==> src/rtl/rr_mux4_arbiter.sv <==
// Round-robin arbiter that shares one 4:1 mux datapath among four requesters.
// The granted word is captured in a registered valid/ready output stage.
// The output register accepts a new word in the same edge as the old one is
// consumed, so a continuously ready consumer sees one word per cycle.
module rr_mux4_arbiter #(
    parameter int SIZE  = 32,
    parameter int CNT_W = 16
) (
    input  logic             clk,
    input  logic             rst_n,
    input  logic [3:0]       req,
    input  logic [SIZE-1:0]  d0,
    input  logic [SIZE-1:0]  d1,
    input  logic [SIZE-1:0]  d2,
    input  logic [SIZE-1:0]  d3,
    output logic [3:0]       gnt,
    output logic [1:0]       sel,
    output logic             out_valid,
    input  logic             out_ready,
    output logic [SIZE-1:0]  out_data,
    output logic [1:0]       out_src,
    output logic [CNT_W-1:0] xfer_count
);

    logic [1:0]      ptr;
    logic            space;
    logic            load;
    logic            accept;
    logic [1:0]      winner;
    logic [1:0]      idx;
    logic            found;
    logic [SIZE-1:0] mux_data;

    // The output register can take a word if it is empty or being drained
    // this cycle. Holding rst_n low forces gnt/sel to zero without an edge.
    assign space  = !out_valid || out_ready;
    assign load   = rst_n && space && (|req);
    assign accept = out_valid && out_ready;

    // Search upward from the slot after the last grant, wrapping at 3.
    always_comb begin
        winner = 2'd0;
        found  = 1'b0;
        idx    = 2'd0;
        for (int k = 1; k <= 4; k++) begin
            idx = ptr + 2'(k);
            if (!found && req[idx]) begin
                winner = idx;
                found  = 1'b1;
            end
        end
    end

    // Grant and select are only asserted when a load actually happens.
    always_comb begin
        gnt = 4'b0000;
        sel = 2'd0;
        if (load) begin
            sel = winner;
            gnt = 4'b0001 << winner;
        end
    end

    // Combinational 4:1 mux; sel is 0 when idle, so no X leaks from d[sel].
    always_comb begin
        mux_data = d0;
        case (sel)
            2'd0: mux_data = d0;
            2'd1: mux_data = d1;
            2'd2: mux_data = d2;
            2'd3: mux_data = d3;
            default: mux_data = d0;
        endcase
    end

    // Output register, round-robin pointer and accepted-transfer counter.
    // ptr resets to 3 so requester 0 is first in line after reset.
    always_ff @(posedge clk or negedge rst_n) begin
        if (!rst_n) begin
            out_valid  <= 1'b0;
            out_data   <= '0;
            out_src    <= 2'd0;
            ptr        <= 2'd3;
            xfer_count <= '0;
        end else begin
            if (load) begin
                out_valid <= 1'b1;
                out_data  <= mux_data;
                out_src   <= sel;
                ptr       <= sel;
            end else if (accept) begin
                out_valid <= 1'b0;
            end
            if (accept) begin
                xfer_count <= xfer_count + 1'b1;
            end
        end
    end

endmodule

==> config.mk <==
export PLATFORM = sky130hd
export DESIGN_NAME = rr_mux4_arbiter
export DESIGN_NICKNAME = d
export VERILOG_FILES = /design/src/rtl/rr_mux4_arbiter.sv
export SDC_FILE = /design/constraint.sdc
export NUM_CORES = 1
export LEC_CHECK = 0
export CELL_PAD_IN_SITES_DETAIL_PLACEMENT = 1
export CELL_PAD_IN_SITES_GLOBAL_PLACEMENT = 1
export CORE_MARGIN = 5
export CORE_UTILIZATION = 27
export CTS_CLUSTER_DIAMETER = 50
export DETAILED_ROUTE_END_ITERATION = 16
export PLACE_DENSITY_LB_ADDON = 0.05
export SYNTH_ARGS = -nofsm -noshare
export SYNTH_HDL_FRONTEND = slang
export SYNTH_SLANG_ARGS = --single-unit
==> constraint.sdc <==
create_clock -name clk -period 2.82 [get_ports clk]
set_input_delay 0.705 -clock clk [delete_from_list [all_inputs] [get_ports clk]]
set_output_delay 0.705 -clock clk [all_outputs]
set_load 0.02 [all_outputs]
# [Word level (Yosys, flattened, before mapping)]
# Cells that the tools add are included.
[totals] out_inout_bits=57 register_bits=53 in_bits=135
[op_classes] n_addsub=4 n_reduce_logical=14 order_cmp=4 n_mux=20 n_eq_ne=3 n_shift=1
[ops] op="32-bit one-hot mux with 4 select lines" n=1
[ops] op="16-bit by 1-bit adder with 16-bit output, second input constant" n=1
[ops] op="2-bit by 3-bit < comparator with 1-bit output, second input constant" n=4
[ops] op="2-bit 2-to-1 mux" n=5
[ops] op="1-bit 2-to-1 mux" n=9
[ops] op="1-bit binary-select mux with 2-bit select" n=4
[ops] op="1-bit logical AND" n=6
[ops] op="2-bit adder, second input constant" n=2
[ops] op="2-bit == test, second input constant" n=2
[ops] op="1-bit logical NOT" n=4
[ops] op="4-bit 2-to-1 mux" n=1
[ops] op="4-bit OR reduction" n=1
[ops] op="1-bit by 2-bit << shifter with 4-bit output, first input constant" n=1
[ops] op="2-bit by 1-bit adder with 2-bit output, second input constant" n=1
[ops] op="2-bit by 1-bit == test with 1-bit output, second input constant" n=1
[ops] op="2-bit logical NOT" n=1
[ops] op="2-bit nonzero test" n=1
[ops] op="1-bit logical OR" n=1

# [Depth between registers and ports, before layout]
[logic_depth] depth_word=16 mapped_depth=8 mapped_depth_nobuf=6

# [Worst setup path after synthesis]
# No wires, ideal clock.
[synth_timing] path_type="input-to-output" startpoint="in req[1]" endpoint="out gnt[2]" stages=6 slack_ps=-71 required_ps=2115 arrival_ps=2186 cell_sequence="buf_2 > o21a_1 > a211o_1 > buf_2 > nor2_1 > and2_1"
[synth_via] elab_chain_cells=14 elab_cells_between_ends=25
[synth_lines] item="start: declaration" line_no="11" text="input logic [3:0] req,"
[synth_lines] item="1-bit binary-select mux with 2-bit select" line_no="47" text="if (!found && req[idx]) begin"
[synth_lines] item="1-bit 2-to-1 mux (not written as such)" line_no="47"
[synth_lines] item="1-bit 2-to-1 mux" line_no="47"
[synth_lines] item="1-bit logical NOT" line_no="47"
[synth_lines] item="1-bit logical AND" line_no="47"
[synth_lines] item="1-bit 2-to-1 mux" line_no="47"
[synth_lines] item="1-bit logical NOT" line_no="47"
[synth_lines] item="1-bit logical AND" line_no="47"
[synth_lines] item="1-bit 2-to-1 mux" line_no="47"
[synth_lines] item="1-bit logical NOT" line_no="47"
[synth_lines] item="1-bit logical AND" line_no="47"
[synth_lines] item="2-bit 2-to-1 mux" line_no="47"
[synth_lines] item="1-bit by 2-bit << shifter with 4-bit output" line_no="60" text="gnt = 4'b0001 << winner;"
[synth_lines] item="4-bit 2-to-1 mux (*)" line_no="58" text="if (load) begin"
[synth_lines] item="end: declaration" line_no="16" text="output logic [3:0] gnt,"
# Every way passes the cells marked *; elsewhere a longest branch is shown, timed or not. The select of a mux whose other input is x is not followed.

# [Worst setup path in the final report]
[layout_timing] startpoint="in req[1]" endpoint="out sel[1]"
[layout_via] elab_chain_cells=13 elab_cells_between_ends=24
[layout_lines] item="1-bit binary-select mux with 2-bit select" line_no="47"
[layout_lines] item="1-bit 2-to-1 mux (not written as such)" line_no="47"
[layout_lines] item="1-bit 2-to-1 mux" line_no="47"
[layout_lines] item="1-bit logical NOT" line_no="47"
[layout_lines] item="1-bit logical AND" line_no="47"
[layout_lines] item="1-bit 2-to-1 mux" line_no="47"
[layout_lines] item="1-bit logical NOT" line_no="47"
[layout_lines] item="1-bit logical AND" line_no="47"
[layout_lines] item="1-bit 2-to-1 mux" line_no="47"
[layout_lines] item="1-bit logical NOT" line_no="47"
[layout_lines] item="1-bit logical AND" line_no="47"
[layout_lines] item="2-bit 2-to-1 mux" line_no="47"
[layout_lines] item="2-bit 2-to-1 mux (*)" line_no="58"
[layout_lines] item="end: declaration" line_no="17" text="output logic [1:0] sel,"
# Marked as above.

==> impl_metrics.ini <==
[power_and_ir_drop]
internal-power_mw = 2.344
power_leakage_nw = 2.278
p_sw_mw = 1.413
combPwrFrac_pct = 50.0
cellPowerDensity_nw_per_um2 = 658.8
pwr-share-seq_pct = 30.1
switching_share_pct = 37.61
clkPwrFrac_pct = 19.9
ir_drop_uv = 273.3

[layout]
area.growth.synth_to_final_pct = 75.44
antenna_cells = 0
multi_input_area_um2 = 1742
regArea_um2 = 1329
fillers = 1377
fin_cells = 694
postLayoutCellArea_um2 = 5703
nets = 682
final_core_util_pct = 47.88
drive_gt1_share_pct = 16.45

[cts]
clockBufferDepth = 2
htreeDepth = 2
cts_root_buf = clkbuf_16
cts_tree = built
cts_buffers = 5
cts_hold_buffers = 0
clock_latency_ns = 0.29
cts.clk_slew.worst_paths_ns = 0.08
cts_sinks = 53

[timing]
max_freq_mhz = 361.1
whs_ns = 0.4859
setup_viol = 0
rsz0062_at_grt = no
finalHoldViolCount = 0
worst_pin_slew_ns = 0.7277
period_minus_slack_ns = 2.770
slew-limit-headroom_pct = 51.49
fin_ws_ns = 0.05036
period_share_pct = 98.21
finClkSkew_ns = 0.003987
final_max_slew_viol_count = 0

[critical_path]
regToRegStartpoint = ptr[1]$_DFFE_PN1P_
crit_start = req[1]
critPathKind = input pin to output pin
startpoint_type = input pin
crit_arrival_ns = 2.06
critical_path_required_ns = 2.12
cp-end-kind = output pin
crit_fanout = 9

[routing]
wl_per_cell_um = 20.15
drcViolationCount = 0
drt_iter0_markers = 190
viasPerCell = 5.196
wl_um = 13990
via_count = 3606
drtPass1Iterations = 4
drt.antenna.violating_nets = 0

[placed_design]
portBuffers = 191
gp_congestion = 0.7834
post-dp-hpwl_um = 10660
pre_cts_ws_ns = -0.7596
dp.cells = 682
place_area_um2 = 5487

[logic_synthesis]
syn_nets = 471
yosysWarnings = 0
synth_cell_types = 48
async_flop_share_pct = 100.0
postSynthCellCount = 335
seq_area_frac_synth_pct = 40.88
synth-edff-count = 0
netlist_area_um2 = 3251
synth_ff_type = dfrtp_1
syn_area_per_cell_um2 = 9.703
synth-seq-cells = 53

[global_route]
antenna_found_initial = 0
grt_start_max_net_pins = 54
grt_pass1_vias = 3984
grt_overflow = 0
grt_pass1_wl_um = 22110
grt.total_usage_pct = 19.26

[die]
num_io_pins = 192
die_x_um = 119.7
die_h_um = 119.7
fp-row-count = 40
start_util_pct = 27.29
dieArea_um2 = 14330
core_area_um2 = 11910

[worst_hold_path]
min-delay-start = out_src[1]$_DFFE_PN0P_
min_path_type = register to register

[flow_run]
cap_violations = 0

[outcome]
status = finished, final reports clean
final timing paths:
check / to / depth (start not counted) / slack, ns
min reg2reg: out_src[1]$_DFFE_PN0P_ / 1 / 0.49
min: out_src[1]$_DFFE_PN0P_ / 1 / 0.49
max in group asynchronous: out_data[26]$_DFFE_PN0P_ / 2 / 1.65
min in group asynchronous: xfer_count[12]$_DFFE_PN0P_ / 2 / 0.69
max reg2reg: out_data[28]$_DFFE_PN0P_ / 7 / 0.81
max: sel[1] / 7 / 0.05
power groups by stage:
stage / clock (mW) / combinational [mW] / sequential [mW]
6_report: 0.747 / 1.88 / 1.13
5_1_grt: 0.801 / 2.02 / 1.16
4_1_cts: 0.769 / 1.91 / 1.13
3_5_place_dp: 0 / 1.88 / 1.14
3_3_place_gp: 0 / 1.85 / 1.13
2_1_floorplan: 0 / 0.701 / 1.36
sequential cells by signal (all words and copies together) (netlist names):
name	cells
out_valid	1
out_data	32
ptr	2
xfer_count	16
out_src	2
worst max-delay path: stages:
cell	delay (ns)
dlygate4sd2_1	0.28
buf_6	0.16
o41ai_4	0.34
nand2b_4	0.23
nor2_2	0.05
buf_4	0.13
buf_2	0.16
stage by stage:
step | total power [mW] | TNS, ns
2_1_floorplan | 2.058 | 0
4_1_cts | 3.807 | 0
3_3_place_gp | 2.983 | -3.969
5_1_grt | 3.974 | 0
6_report | 3.757 | 0
3_5_place_dp | 3.022 | -4.748
cells by family (layout without fill, tap and decap cells):
group                    after synthesis  in the layout  share of synthesized area, %
adder cells (fa/ha/maj)                1              1                        0.3848
flip-flops                            53             53                         40.88
XOR/XNOR                              15             15                         4.042
AO/OA/AOI/OAI                        135            135                         33.83
AND/OR/NAND/NOR                       86             86                         13.13
multiplexers                           1              1                        0.3464
buffers and inverters                 44            256                         7.390
cell usage after synthesis (all sizes together), types with 2 or more instances:
library cell | number | area (µm²)
clkbuf | 6 | 22.52
dfrtp | 51 | 1276
nand2b | 4 | 25.02
o21ai | 35 | 178.9
a211oi | 9 | 80.08
nand2 | 17 | 63.81
xor2 | 3 | 26.28
a31oi | 22 | 137.6
and2 | 4 | 25.02
xnor2 | 12 | 105.1
and3 | 6 | 42.54
a32oi | 16 | 140.1
o221a | 16 | 180.2
buf | 24 | 162.7
a221oi | 16 | 190.2
a21o | 2 | 15.01
o221ai | 9 | 85.08
inv | 14 | 55.06
dfstp | 2 | 52.55
nor2b | 7 | 46.30
nor3 | 3 | 15.01
nand3 | 9 | 57.56
a21oi | 3 | 15.01
nor2 | 33 | 123.9
layout by cell type (no fill, tap or decap), types with 2 or more instances in the layout:
cell / instances
xnor2_1: 12
dfrtp_1: 51
a221oi_2: 8
a21oi_1: 3
o21ai_1: 32
a31oi_1: 22
o221a_1: 15
clkdlybuf4s50_1: 180
nand3_1: 8
buf_4: 43
a32oi_1: 16
nor2_1: 31
nand2b_1: 3
and2_1: 4
xor2_1: 3
a221oi_1: 8
and3_1: 5
a21o_1: 2
dlygate4sd2_1: 3
o21ai_2: 2
nor2b_1: 4
a211oi_1: 8
dfstp_2: 2
buf_2: 5
nand2_1: 17
o221ai_1: 8
nor2_2: 2
clkbuf_16: 5
nor2b_4: 2
nor3_1: 2
inv_1: 13
per-layer routing:
layer | GRT usage (%) | part of all wire (%)
met1 | 25.77 | 45
met4 | 3.579 | 0.77
met5 | 0 | 0
met2 | 32.03 | 47
met3 | 4.571 | 6.7
layout make-up:
type,count,share of cell area [%]
clock buffers,5,2.194
clock inverters,3,0.8776
inverters,14,0.9653
multi-input cells,238,30.54
flip-flops and latches,53,23.30
well taps,147,3.225
repair buffers,234,38.90
timing repair:
action / CTS / global route
setup buffers: 4 / 0
endpoints found under the setup margin: 6 / 0
resized for setup: 41 / 0
Power figures use the tool's default switching activity.
